File: config.mk
export PLATFORM = sky130hd
export DESIGN_NAME = alu_issue_stage
export DESIGN_NICKNAME = d
export VERILOG_FILES = /design/src/rtl/alu_issue_stage.sv
export SDC_FILE = /design/constraint.sdc
export NUM_CORES = 1
export LEC_CHECK = 0
export ABC_AREA = 0
export BUFFER_PORTS_ARGS = -buffer_cell sky130_fd_sc_hd__buf_2
export CORE_AREA = 2 2 116 118
export DETAILED_ROUTE_END_ITERATION = 12
export DIE_AREA = 0 0 118 120
export GPL_TIMING_DRIVEN = 0
export PLACE_DENSITY_LB_ADDON = 0.25
export SLEW_MARGIN = 5
export SYNTH_ARGS = -nofsm -noshare
export SYNTH_HDL_FRONTEND = slang
export SYNTH_SLANG_ARGS = --single-unit
File: constraint.sdc
create_clock -name clk -period 1.8 [get_ports clk]
set_clock_uncertainty 0.2 [all_clocks]
set_input_delay 0.18 -clock clk [delete_from_list [all_inputs] [get_ports clk]]
set_output_delay 0.18 -clock clk [all_outputs]
set_load 0.05 [all_outputs]
File: src/rtl/alu_issue_stage.sv
// -----------------------------------------------------------------------------
// alu_issue_stage
//
// Execute-stage front end for the combinational ALU. The stage takes a decoded
// op over a valid/ready handshake and resolves operand bypassing. In the same
// cycle it drives A/B/Gselect to the ALU. It then captures the ALU result with
// its {N,Z,C,V} flags into an EX/MEM register, which is handed downstream over
// a second valid/ready handshake.
//
// Ports:
//   clk, rst            rising-edge clock, synchronous active-high reset
//   flush               squash: drop the input op, invalidate the output reg
//   in_valid/in_ready   upstream handshake (in_ready is combinational)
//   in_gselect          ALU operation code, bit 3 set = logic op
//   in_rs_a/in_rs_b     source register numbers (0 reads as constant zero)
//   in_rd               destination register (0 = no writeback)
//   in_rdata_a/b        register-file read values
//   in_imm/in_use_imm   immediate replaces operand B when in_use_imm=1
//   wb_en/wb_rd/wb_data writeback-stage write, used as a bypass source
//   alu_A/alu_B/alu_Gselect  combinational drive to the ALU
//   alu_G/alu_C/alu_V   ALU result, carry and overflow
//   out_valid/out_ready downstream handshake
//   out_rd/out_result/out_flags  registered destination, result, {N,Z,C,V}
// -----------------------------------------------------------------------------
module alu_issue_stage #(
   parameter int WIDTH   = 32,
   parameter int RADDR_W = 5,
   parameter int FWD_EN  = 1
) (
   input  logic               clk,
   input  logic               rst,
   input  logic               flush,
   input  logic               in_valid,
   output logic               in_ready,
   input  logic [3:0]         in_gselect,
   input  logic [RADDR_W-1:0] in_rs_a,
   input  logic [RADDR_W-1:0] in_rs_b,
   input  logic [RADDR_W-1:0] in_rd,
   input  logic [WIDTH-1:0]   in_rdata_a,
   input  logic [WIDTH-1:0]   in_rdata_b,
   input  logic [WIDTH-1:0]   in_imm,
   input  logic               in_use_imm,
   input  logic               wb_en,
   input  logic [RADDR_W-1:0] wb_rd,
   input  logic [WIDTH-1:0]   wb_data,
   output logic [WIDTH-1:0]   alu_A,
   output logic [WIDTH-1:0]   alu_B,
   output logic [3:0]         alu_Gselect,
   input  logic [WIDTH-1:0]   alu_G,
   input  logic               alu_C,
   input  logic               alu_V,
   output logic               out_valid,
   input  logic               out_ready,
   output logic [RADDR_W-1:0] out_rd,
   output logic [WIDTH-1:0]   out_result,
   output logic [3:0]         out_flags
);

   localparam logic L_FWD_ON = (FWD_EN != 0);

   // Operand select: register 0 is hard zero. Otherwise the op still in the
   // output register is newest and beats the writeback stage. This holds even
   // when that op retires on this same edge, because its value is not yet in
   // the register file.
   function automatic logic [WIDTH-1:0] fwd_operand(
      input logic [RADDR_W-1:0] rs,
      input logic [WIDTH-1:0]   rdata,
      input logic               ex_valid,
      input logic [RADDR_W-1:0] ex_rd,
      input logic [WIDTH-1:0]   ex_data,
      input logic               wb_valid,
      input logic [RADDR_W-1:0] wb_dest,
      input logic [WIDTH-1:0]   wb_value
   );
      logic [WIDTH-1:0] v;
      if (rs == {RADDR_W{1'b0}}) begin
         v = {WIDTH{1'b0}};
      end else if (L_FWD_ON && ex_valid && (ex_rd == rs)) begin
         v = ex_data;
      end else if (L_FWD_ON && wb_valid && (wb_dest == rs)) begin
         v = wb_value;
      end else begin
         v = rdata;
      end
      return v;
   endfunction

   // Flag packing {N,Z,C,V}. Logic ops (gselect[3]=1) report C and V as zero,
   // whatever the ALU drives on those pins.
   function automatic logic [3:0] calc_flags(
      input logic [WIDTH-1:0] g,
      input logic [3:0]       gsel,
      input logic             c,
      input logic             v
   );
      logic       z;
      logic [3:0] f;
      z = (g == {WIDTH{1'b0}});
      if (gsel[3] == 1'b0) begin
         f = {g[WIDTH-1], z, c, v};
      end else begin
         f = {g[WIDTH-1], z, 1'b0, 1'b0};
      end
      return f;
   endfunction

   logic               r_out_valid;
   logic [RADDR_W-1:0] r_out_rd;
   logic [WIDTH-1:0]   r_out_result;
   logic [3:0]         r_out_flags;

   logic               w_in_ready;
   logic               w_accept;
   logic               w_drain;
   logic [WIDTH-1:0]   w_fwd_a;
   logic [WIDTH-1:0]   w_fwd_b;
   logic [WIDTH-1:0]   w_alu_a;
   logic [WIDTH-1:0]   w_alu_b;
   logic [3:0]         w_alu_gsel;

   // Handshake: the slot is free when empty or emptying this cycle.
   always_comb begin
      w_in_ready = ~r_out_valid | out_ready;
      w_accept   = in_valid & w_in_ready & ~flush;
      w_drain    = r_out_valid & out_ready;
   end

   // Operand resolution and ALU drive. The ALU inputs are quiet when no op is
   // presented.
   always_comb begin
      w_fwd_a = fwd_operand(in_rs_a, in_rdata_a, r_out_valid, r_out_rd,
                            r_out_result, wb_en, wb_rd, wb_data);
      w_fwd_b = fwd_operand(in_rs_b, in_rdata_b, r_out_valid, r_out_rd,
                            r_out_result, wb_en, wb_rd, wb_data);
      if (in_valid) begin
         w_alu_a    = w_fwd_a;
         w_alu_b    = in_use_imm ? in_imm : w_fwd_b;
         w_alu_gsel = in_gselect;
      end else begin
         w_alu_a    = {WIDTH{1'b0}};
         w_alu_b    = {WIDTH{1'b0}};
         w_alu_gsel = 4'b0000;
      end
   end

   // EX/MEM output register. Priority is reset, then flush, then capture, then
   // drain, then hold. Data fields keep their last value when the register
   // becomes invalid.
   always_ff @(posedge clk) begin
      if (rst) begin
         r_out_valid  <= 1'b0;
         r_out_rd     <= {RADDR_W{1'b0}};
         r_out_result <= {WIDTH{1'b0}};
         r_out_flags  <= 4'b0000;
      end else if (flush) begin
         r_out_valid  <= 1'b0;
      end else if (w_accept) begin
         r_out_valid  <= 1'b1;
         r_out_rd     <= in_rd;
         r_out_result <= alu_G;
         r_out_flags  <= calc_flags(alu_G, in_gselect, alu_C, alu_V);
      end else if (w_drain) begin
         r_out_valid  <= 1'b0;
      end else begin
         r_out_valid  <= r_out_valid;
      end
   end

   assign in_ready    = w_in_ready;
   assign alu_A       = w_alu_a;
   assign alu_B       = w_alu_b;
   assign alu_Gselect = w_alu_gsel;
   assign out_valid   = r_out_valid;
   assign out_rd      = r_out_rd;
   assign out_result  = r_out_result;
   assign out_flags   = r_out_flags;

endmodule

==> results of run 1 <==
layer usage:
layer / routed length [um] / global-route usage, % / part of all wire (%)
met3: 1404 / 5.846 / 6.5
met1: 8087 / 32.44 / 37
met4: 730 / 12.20 / 3.4
met2: 11480 / 54.76 / 53
met5: 11 / 0 / 0.051
worst min-delay path, cell delays in order:
cell                      delay (ps)
sky130_fd_sc_hd__buf_2           110
sky130_fd_sc_hd__nor3b_2          60
sky130_fd_sc_hd__buf_4           170
sky130_fd_sc_hd__nand2_1          70
sky130_fd_sc_hd__a21oi_1          50
power by group through the flow:
| stage | registers [uW] | clock network [uW] | logic [uW] |
|---|---|---|---|
| after global placement | 1020 | 0 | 1750 |
| after CTS | 1010 | 897 | 2070 |
| final | 1020 | 884 | 2110 |
| after floorplan | 1140 | 0 | 1100 |
| after detailed placement | 1020 | 0 | 1760 |
| after global routing | 1020 | 919 | 2210 |
worst paths after layout:
check	startpoint	endpoint	slack (ps)	cells after the start
min reg2reg	out_flags[1]	out_flags[1]	260	2
max reg2reg	out_valid	out_result[28]	120	6
max	out_rd[2]	alu_A[4]	-630	7
min	flush	out_result[5]	190	5
placed cells by master, fill, tap and decap left out, types with 4 or more instances in the layout:
cell type | netlist | layout
sky130_fd_sc_hd__xnor2_2 | 0 | 4
sky130_fd_sc_hd__nor2_2 | 0 | 31
sky130_fd_sc_hd__clkbuf_8 | 8 | 8
sky130_fd_sc_hd__buf_2 | 2 | 232
sky130_fd_sc_hd__buf_12 | 0 | 9
sky130_fd_sc_hd__and3_2 | 26 | 26
sky130_fd_sc_hd__buf_4 | 7 | 16
sky130_fd_sc_hd__xor2_1 | 12 | 9
sky130_fd_sc_hd__nor2_4 | 0 | 21
sky130_fd_sc_hd__clkbuf_16 | 0 | 11
sky130_fd_sc_hd__o31ai_4 | 0 | 32
sky130_fd_sc_hd__dfxtp_4 | 0 | 5
sky130_fd_sc_hd__nand2_1 | 173 | 173
sky130_fd_sc_hd__buf_6 | 3 | 82
sky130_fd_sc_hd__clkbuf_4 | 0 | 8
sky130_fd_sc_hd__and3_1 | 7 | 7
sky130_fd_sc_hd__clkbuf_2 | 0 | 5
sky130_fd_sc_hd__dlygate4sd3_1 | 0 | 42
sky130_fd_sc_hd__a311oi_4 | 0 | 32
sky130_fd_sc_hd__nor2_1 | 67 | 15
sky130_fd_sc_hd__a21oi_1 | 40 | 40
sky130_fd_sc_hd__a221oi_4 | 0 | 29
sky130_fd_sc_hd__buf_16 | 0 | 5
sky130_fd_sc_hd__clkbuf_1 | 32 | 15
sky130_fd_sc_hd__nor4_2 | 0 | 7
sky130_fd_sc_hd__and2_1 | 5 | 5
sky130_fd_sc_hd__dfxtp_1 | 41 | 35
kinds of logic after synthesis:
group | Yosys count | share of synthesized area (%)
compound gates | 138 | 30.38
xor+xnor | 20 | 4.440
buf+inv | 58 | 9.451
flops | 41 | 20.81
simple gates | 306 | 34.92
through the flow:
stage	power [uW]	area, sq um
global route	4148	9121
floorplan	2241	5274
finish	4012	9121
detailed placement	2776	7000
CTS	3980	8892
global placement	2766	7000
cell type report:
| cell class | instances | area [sq um] |
|---|---|---|
| multi-input combinational | 464 | 4499 |
| fill | 1029 | 3859 |
| timing repair buffer | 378 | 2845 |
| sequential | 41 | 840.8 |
| buffer | 55 | 565.5 |
| tap | 176 | 220.2 |
| clock buffer | 6 | 128.9 |
| clock inverter | 2 | 15.01 |
| inverter | 1 | 3.754 |
| antenna | 1 | 2.502 |
synthesized netlist by cell type:
| library cell | count |
|---|---|
| sky130_fd_sc_hd__nand2_1 | 173 |
| sky130_fd_sc_hd__nor2_1 | 67 |
| sky130_fd_sc_hd__dfxtp_1 | 41 |
| sky130_fd_sc_hd__a21oi_1 | 40 |
| sky130_fd_sc_hd__a311oi_1 | 32 |
| sky130_fd_sc_hd__clkbuf_1 | 32 |
| sky130_fd_sc_hd__o31ai_1 | 32 |
| sky130_fd_sc_hd__a221oi_2 | 30 |
| sky130_fd_sc_hd__and3_2 | 26 |
| sky130_fd_sc_hd__xor2_1 | 12 |
| sky130_fd_sc_hd__nor4_1 | 10 |
| sky130_fd_sc_hd__clkbuf_8 | 8 |
| sky130_fd_sc_hd__xnor2_1 | 8 |
| sky130_fd_sc_hd__and3_1 | 7 |
| sky130_fd_sc_hd__buf_4 | 7 |
| sky130_fd_sc_hd__and2_1 | 5 |
| sky130_fd_sc_hd__buf_6 | 3 |
| sky130_fd_sc_hd__dlygate4sd1_1 | 3 |
| sky130_fd_sc_hd__nand3b_1 | 3 |
| sky130_fd_sc_hd__nand4_1 | 3 |
| sky130_fd_sc_hd__a221oi_1 | 2 |
| sky130_fd_sc_hd__buf_2 | 2 |
| sky130_fd_sc_hd__nand3_1 | 2 |
| sky130_fd_sc_hd__nor3_1 | 2 |
| sky130_fd_sc_hd__o21ai_1 | 2 |
| sky130_fd_sc_hd__or4_1 | 2 |
| sky130_fd_sc_hd__and2b_2 | 1 |
| sky130_fd_sc_hd__buf_1 | 1 |
| sky130_fd_sc_hd__dlymetal6s2s_1 | 1 |
| sky130_fd_sc_hd__inv_1 | 1 |
| sky130_fd_sc_hd__nand3_4 | 1 |
| sky130_fd_sc_hd__nor2b_1 | 1 |
| sky130_fd_sc_hd__nor3b_1 | 1 |
| sky130_fd_sc_hd__nor4_4 | 1 |
| sky130_fd_sc_hd__or2_2 | 1 |
flip-flops by register name (all words and copies together) (netlist names):
signal,cells
out_flags,3
out_rd,5
out_result,32
out_valid,1
repair_timing:
action,4_1_cts,5_1_grt
hold endpoints to repair,40,0
setup endpoints to repair,74,91
hold buffers,42,0
gates resized for setup,256,67
setup buffers,23,4
gates cloned,7,2
pin swaps,35,24
==> impl_summary.txt, run 1 <==
----------------------------------------------------
[Critical path]
  Most repeated library cell on the critical path ... sky130_fd_sc_hd__buf_6
  Cell type group with the largest total delay on the critical path ... buffers and inverters
  Worst path max stage delay ... 360 ps
  Crit path max-delay cell type ... sky130_fd_sc_hd__dfxtp_4
  Arrival @ worst endpoint ... 2050 ps
  Worst setup EP type ... primary output
  Critical path required time ... 1420 ps
  Kind of start point of the critical path ... flop
  Path type of the worst setup path ... flop to primary output
  Crit-path cells ... xor2_1, nor4_2, nand3_2, buf_6, clkbuf_16, a311oi_4, buf_6
  Maximum fanout encountered on the critical timing path ... 10
  Combined buffer and inverter count along the critical path ... 3

[Timing]
  Max Clock Freq ... 411.9 MHz
  Worst-Margin Slew ... 594.5 ps
  Final hold violations ... 0
  Shortest clock period the worst path allows after layout ... 2428 ps
  Setup ws final ... -627.6 ps
  Setup Viol. Count Final ... 64
  Count of pins over their slew limit ... 0
  Accumulated negative setup slack ... -35950 ps
  Setup repair after global routing missed its margin ... true
  Worst hold margin ... 186.4 ps
  Share of the clock period used by the worst path ... 134.9%
  Max-Slew Margin vs Limit ... 60.37%

[Routing]
  Via-to-Cell Ratio ... 5.237
  Initial DRC count ... 249
  Number of nets with antenna violations after detailed routing ... 0
  First-pass DRT Iterations ... 4
  DRC violations left ... 0
  Wire length per cell after detailed routing ... 19.31 um
  DRT Wirelength ... 21.71 mm
  Total vias in the final route ... 5886

[CTS]
  Root buf cell ... sky130_fd_sc_hd__clkbuf_16
  Maximum level of the CTS H-tree ... 2
  Largest buffer count on any clock path ... 2
  TritonCTS clock tree ... done
  Clk sink count ... 41
  CTS buffer count ... 5
  Clock-pin slew reported for the worst setup and hold paths after clock tree synthesis ... 60 ps
  Source-to-sink clock delay at the later pin of the worst-skew pair ... 290 ps

[Floorplan]
  Core Rows ... 42
  Number of placed I/O pins ... 304
  Placeable core region ... 12980 sq um
  Height of the chip ... 120 um
  Initial standard-cell utilization of the core ... 30.39%
  Die Area ... 14160 sq um
  Die width ... 118 um

[GRT]
  Overall Global Routing Usage ... 29.38%
  Via count of the first global-routing pass ... 6021
  Maximum number of pins on one net before global-route repair ... 14
  Antenna violations before repair ... 3
  Grt total ovfl ... 0
  Global-route wire length before repair ... 32.75 mm

[Placed design]
  Total of buffers placed on input and output ports ... 301
  Final weighted congestion of routability-driven global placement ... 0.8646
  Worst slack at placement ... -1012 ps
  Placed wire-length estimate after detailed placement ... 16.00 mm
  Cells after DPL ... 1040

[Pwr]
  Share of total power in sequential cells ... 25.4%
  Clk network pwr share ... 22.0%
  Net switching fraction of the power ... 41.57%
  Combinational power share ... 52.6%
  Switching power total ... 1668 uW
  Power per standard cell area ... 439.8 nW/um^2
  Cell-internal power ... 2344 uW
  Pleak ... 0.003806 uW
  Peak supply drop ... 0.0003402 V

[Status]
  Violated checks ... negative setup slack
  Run status ... complete, but fails checks

[Logic synthesis]
  Post-Syn Area ... 3945 sq um
  Post-synth net total ... 756
  Distinct cell type count after synthesis ... 35
  Number of warnings issued by yosys ... 0
  Cell type with the largest total area after synthesis ... sky130_fd_sc_hd__dfxtp_1
  Post-synthesis average cell area ... 7.007 sq um
  Synthesized flop and latch total ... 41
  Mapped Cells ... 563
  Sequential cell area fraction in the yosys report ... 20.81%
  Area share of the largest cell type after synthesis ... 20.81%
  Most area-consuming cells after synthesis ... sky130_fd_sc_hd__dfxtp_1, sky130_fd_sc_hd__nand2_1, sky130_fd_sc_hd__a221oi_2, sky130_fd_sc_hd__a311oi_1, sky130_fd_sc_hd__nor2_1

[Layout]
  Layout cells sized above 1 ... 62.20%
  Count of placed standard cells in the final layout, fillers left out ... 1124
  Final Util ... 70.27%
  NumNets Final ... 1139
  Area growth syn-to-layout ... 131.2%

[Min path]
  Type of the worst min-delay path ... input pin to flop

[Flow run]
  Max-capacitance violation count ... 0

----------------------------------------------------
No activity file was read; power rests on OpenSTA's default activity.
==> run 2, diff against run 1 <==
--- a/config.mk
+++ b/config.mk
@@ -11,7 +11,8 @@
 export DETAILED_ROUTE_END_ITERATION = 12
 export DIE_AREA = 0 0 118 120
 export GPL_TIMING_DRIVEN = 0
-export PLACE_DENSITY_LB_ADDON = 0.25
+export MAX_ROUTING_LAYER = met4
+export PLACE_DENSITY = 0.79
 export SLEW_MARGIN = 5
 export SYNTH_ARGS = -nofsm -noshare
 export SYNTH_HDL_FRONTEND = slang
==> run 2 against run 1 <==
The flow still finishes with violations (negative setup slack). Cell count decreased by 0.27%. Via count grew 4.4%. Setup slack got worse by 46 ps. Wire length is 6.1% higher. Sequential share of layout area fell by 0.096 points. Global-route usage grew 2.1 points. Non-clock buffer count decreased by 2. Critical path type unchanged. Largest power group unchanged.
==> impl_summary.txt, run 2 (synthesis results as in run 1) <==
----------------------------------------------------
[Status]
  Run status ... complete, but fails checks (unchanged)
  Violated checks ... negative setup slack (unchanged)

[Placed design]
  Final weighted congestion of routability-driven global placement ... 0.9233 (was 0.8646)
  Total of buffers placed on input and output ports ... 301 (unchanged)
  Worst slack at placement ... -1065 ps (was -1012 ps)
  Placed wire-length estimate after detailed placement ... 15.54 mm (was 16.00 mm)
  Cells after DPL ... 1040 (unchanged)

[Routing]
  DRT Wirelength ... 23.04 mm (was 21.71 mm)
  DRC violations left ... 0 (unchanged)
  First-pass DRT Iterations ... 6 (was 4)
  Total vias in the final route ... 6143 (was 5886)
  Via-to-Cell Ratio ... 5.480 (was 5.237)
  Initial DRC count ... 278 (was 249)
  Wire length on met2 ... 12.18 mm (was 11.48 mm)
  Number of nets with antenna violations after detailed routing ... 0 (unchanged)
  Wire length per cell after detailed routing ... 20.55 um (was 19.31 um)
  Metal3 WL ... 1.402 mm (was 1.404 mm)
  Highest metal layer with signal wires ... met4 (was met5)
  Met1 WL ... 8.572 mm (was 8.087 mm)

[Timing]
  Setup Viol. Count Final ... 65 (was 64)
  Setup ws final ... -673.6 ps (was -627.6 ps)
  Count of pins over their slew limit ... 0 (unchanged)
  Final hold violations ... 0 (unchanged)
  Worst-Margin Slew ... 507.0 ps (was 594.5 ps)
  Max Clock Freq ... 404.3 MHz (was 411.9 MHz)
  Worst hold margin ... 248.7 ps (was 186.4 ps)
  Max-Slew Margin vs Limit ... 65.89% (was 60.37%)
  Share of the clock period used by the worst path ... 137.4% (was 134.9%)
  Shortest clock period the worst path allows after layout ... 2474 ps (was 2428 ps)
  Setup repair after global routing missed its margin ... true (unchanged)

[Critical path]
  Launch point of the critical path ... out_rd[2] (unchanged)
  Path type of the worst setup path ... flop to primary output (unchanged)
  Worst path max stage delay ... 360 ps (about the same)
  Crit-path cells ... xor2_1, nor4_2, nand3_2, buf_6, clkbuf_16, a311oi_4, buf_6 (unchanged)
  Worst r2r dst ... out_result[30] (was out_result[28])
  Levels on crit path ... 7 (unchanged)
  Reg-to-reg setup timing slack ... 80 ps (was 120 ps)
  Kind of start point of the critical path ... flop (unchanged)
  Crit path max-delay cell type ... sky130_fd_sc_hd__dfxtp_4 (unchanged)
  Arrival @ worst endpoint ... 2090 ps (was 2050 ps)
  Worst Reg2Reg Path Length in Cells ... 7 (was 6)
  Capture point of the worst path ... alu_A[10] (was alu_A[4])
  Cell type group with the largest total delay on the critical path ... buffers and inverters (unchanged)
  Most repeated library cell on the critical path ... sky130_fd_sc_hd__buf_6 (unchanged)
  Combined buffer and inverter count along the critical path ... 3 (unchanged)
  Critical path required time ... 1420 ps (about the same)
  FF-to-FF Start ... out_valid (unchanged)
  Worst setup EP type ... primary output (unchanged)
  Maximum fanout encountered on the critical timing path ... 10 (unchanged)

[GRT]
  Maximum number of pins on one net before global-route repair ... 14 (unchanged)
  Grt total ovfl ... 0 (unchanged)
  Overall Global Routing Usage ... 31.53% (was 29.38%)
  Global-route wire length before repair ... 34.35 mm (was 32.75 mm)
  Via count of the first global-routing pass ... 6307 (was 6021)
  Antenna violations before repair ... 0 (was 3)

[Layout]
  # diodes ... 0 (was 1)
  Layout cells sized above 1 ... 61.90% (was 62.20%)
  Most common cell after layout, fill and taps aside ... sky130_fd_sc_hd__buf_2 (unchanged)
  Flip-flop count of the largest register after layout ... 32 (unchanged)
  Final Util ... 71.01% (was 70.27%)
  NumNets Final ... 1137 (was 1139)
  Area growth syn-to-layout ... 133.7% (was 131.2%)
  Most frequent cells in the layout ... sky130_fd_sc_hd__buf_2, sky130_fd_sc_hd__nand2_1, sky130_fd_sc_hd__buf_6 (unchanged)
  Count of placed standard cells in the final layout, fillers left out ... 1121 (was 1124)

[Floorplan]
  Die Area ... 14160 sq um (unchanged)
  Initial standard-cell utilization of the core ... 30.39% (unchanged)
  Number of placed I/O pins ... 304 (unchanged)
  Die width ... 118 um (unchanged)
  Height of the chip ... 120 um (unchanged)
  Core Rows ... 42 (unchanged)
  Placeable core region ... 12980 sq um (unchanged)

[CTS]
  TritonCTS clock tree ... done (unchanged)
  Source-to-sink clock delay at the later pin of the worst-skew pair ... 280 ps (was 290 ps)
  CTS buffer count ... 5 (unchanged)
  Clock-pin slew reported for the worst setup and hold paths after clock tree synthesis ... 60 ps (about the same)
  Root buf cell ... sky130_fd_sc_hd__clkbuf_16 (unchanged)
  Maximum level of the CTS H-tree ... 2 (unchanged)
  Clk sink count ... 41 (unchanged)
  Largest buffer count on any clock path ... 2 (unchanged)

[Pwr]
  Net switching fraction of the power ... 40.15% (was 41.57%)
  Clk network pwr share ... 25.1% (was 22.0%)
  Combinational power share ... 50.8% (was 52.6%)
  Peak supply drop ... 0.0004240 V (was 0.0003402 V)
  Switching power total ... 1699 uW (was 1668 uW)
  Power per standard cell area ... 459.0 nW/um^2 (was 439.8 nW/um^2)
  Cell-internal power ... 2533 uW (was 2344 uW)
  Pleak ... 0.003819 uW (was 0.003806 uW)
  Share of total power in sequential cells ... 24.1% (was 25.4%)
  Final Total Pwr ... 4231 uW (was 4012 uW)

[Flow run]
  Max-capacitance violation count ... 0 (unchanged)

[Min path]
  Type of the worst min-delay path ... input pin to flop (unchanged)

----------------------------------------------------
## run 2: changes by cell type in the layout (fill, tap and decap cells not counted), sizes merged
cell	before	now
clkdlybuf4s18	1	0
clkdlybuf4s15	1	2
diode	1	0
clkinvlp	2	1
clkbuf	47	45
bufinv	0	1
## run 2: worst min-delay path by stage
stage,from,endpoint,depth (start not counted)
after global placement,flush,out_valid,2
after global routing,alu_G[0],out_flags[2],6
final,alu_G[4],out_flags[2],6
after CTS,alu_G[1],out_flags[2],6
after floorplan,flush,out_valid,1
after detailed placement,flush,out_valid,2
## run 2: repair_timing
item	in CTS	in global routing
gates resized for setup	273	65
setup endpoints to repair	103	103
pin swaps	34	44
setup buffers	20	9
gates cloned	8	2
hold buffers	42	0
endpoints found under the hold margin	40	0
## run 2: power groups by stage
stage          clock network, uW  logic (uW)  registers [uW]
3_3_place_gp                   0        1750            1020
6_report                    1060        2150            1020
4_1_cts                     1080        2070            1010
2_1_floorplan                  0        1100            1140
5_1_grt                     1100        2240            1030
3_5_place_dp                   0        1760            1020
## run 2: through the flow
stage	TNS (ps)	area, sq um
after floorplan	-27080	5274
after global placement	-70730	7000
after detailed placement	-69800	7000
after CTS	-38790	9017
after global routing	-42970	9218
final	-37790	9218
## run 2: routing by layer
metal | track usage (%) | up-vias
li1 | - | 2801
met3 | 3.375 | 79
met4 | 11.82 | 0
met5 | - | -
met2 | 57.59 | 366
met1 | 35.50 | 2897
## run 2: final cells by class
| type | instances | area, sq um |
|---|---|---|
| Buffer | 52 | 538.0 |
| Inverter | 1 | 3.754 |
| Clock buffer | 6 | 138.9 |
| Timing Repair Buffer | 379 | 2864 |
| Fill cell | 961 | 3762 |
| Tap cell | 176 | 220.2 |
| Multi-Input combinational cell | 464 | 4574 |
| Sequential cell | 41 | 840.8 |
| Clock inverter | 2 | 37.54 |
## run 2: tightest hold or removal path, cell delays in order
cell and delay (ps):
sky130_fd_sc_hd__buf_2 90, sky130_fd_sc_hd__nor4_2 50, sky130_fd_sc_hd__nand4_1 140, sky130_fd_sc_hd__nor3_2 70, sky130_fd_sc_hd__a21oi_1 110, sky130_fd_sc_hd__nor2_1 40
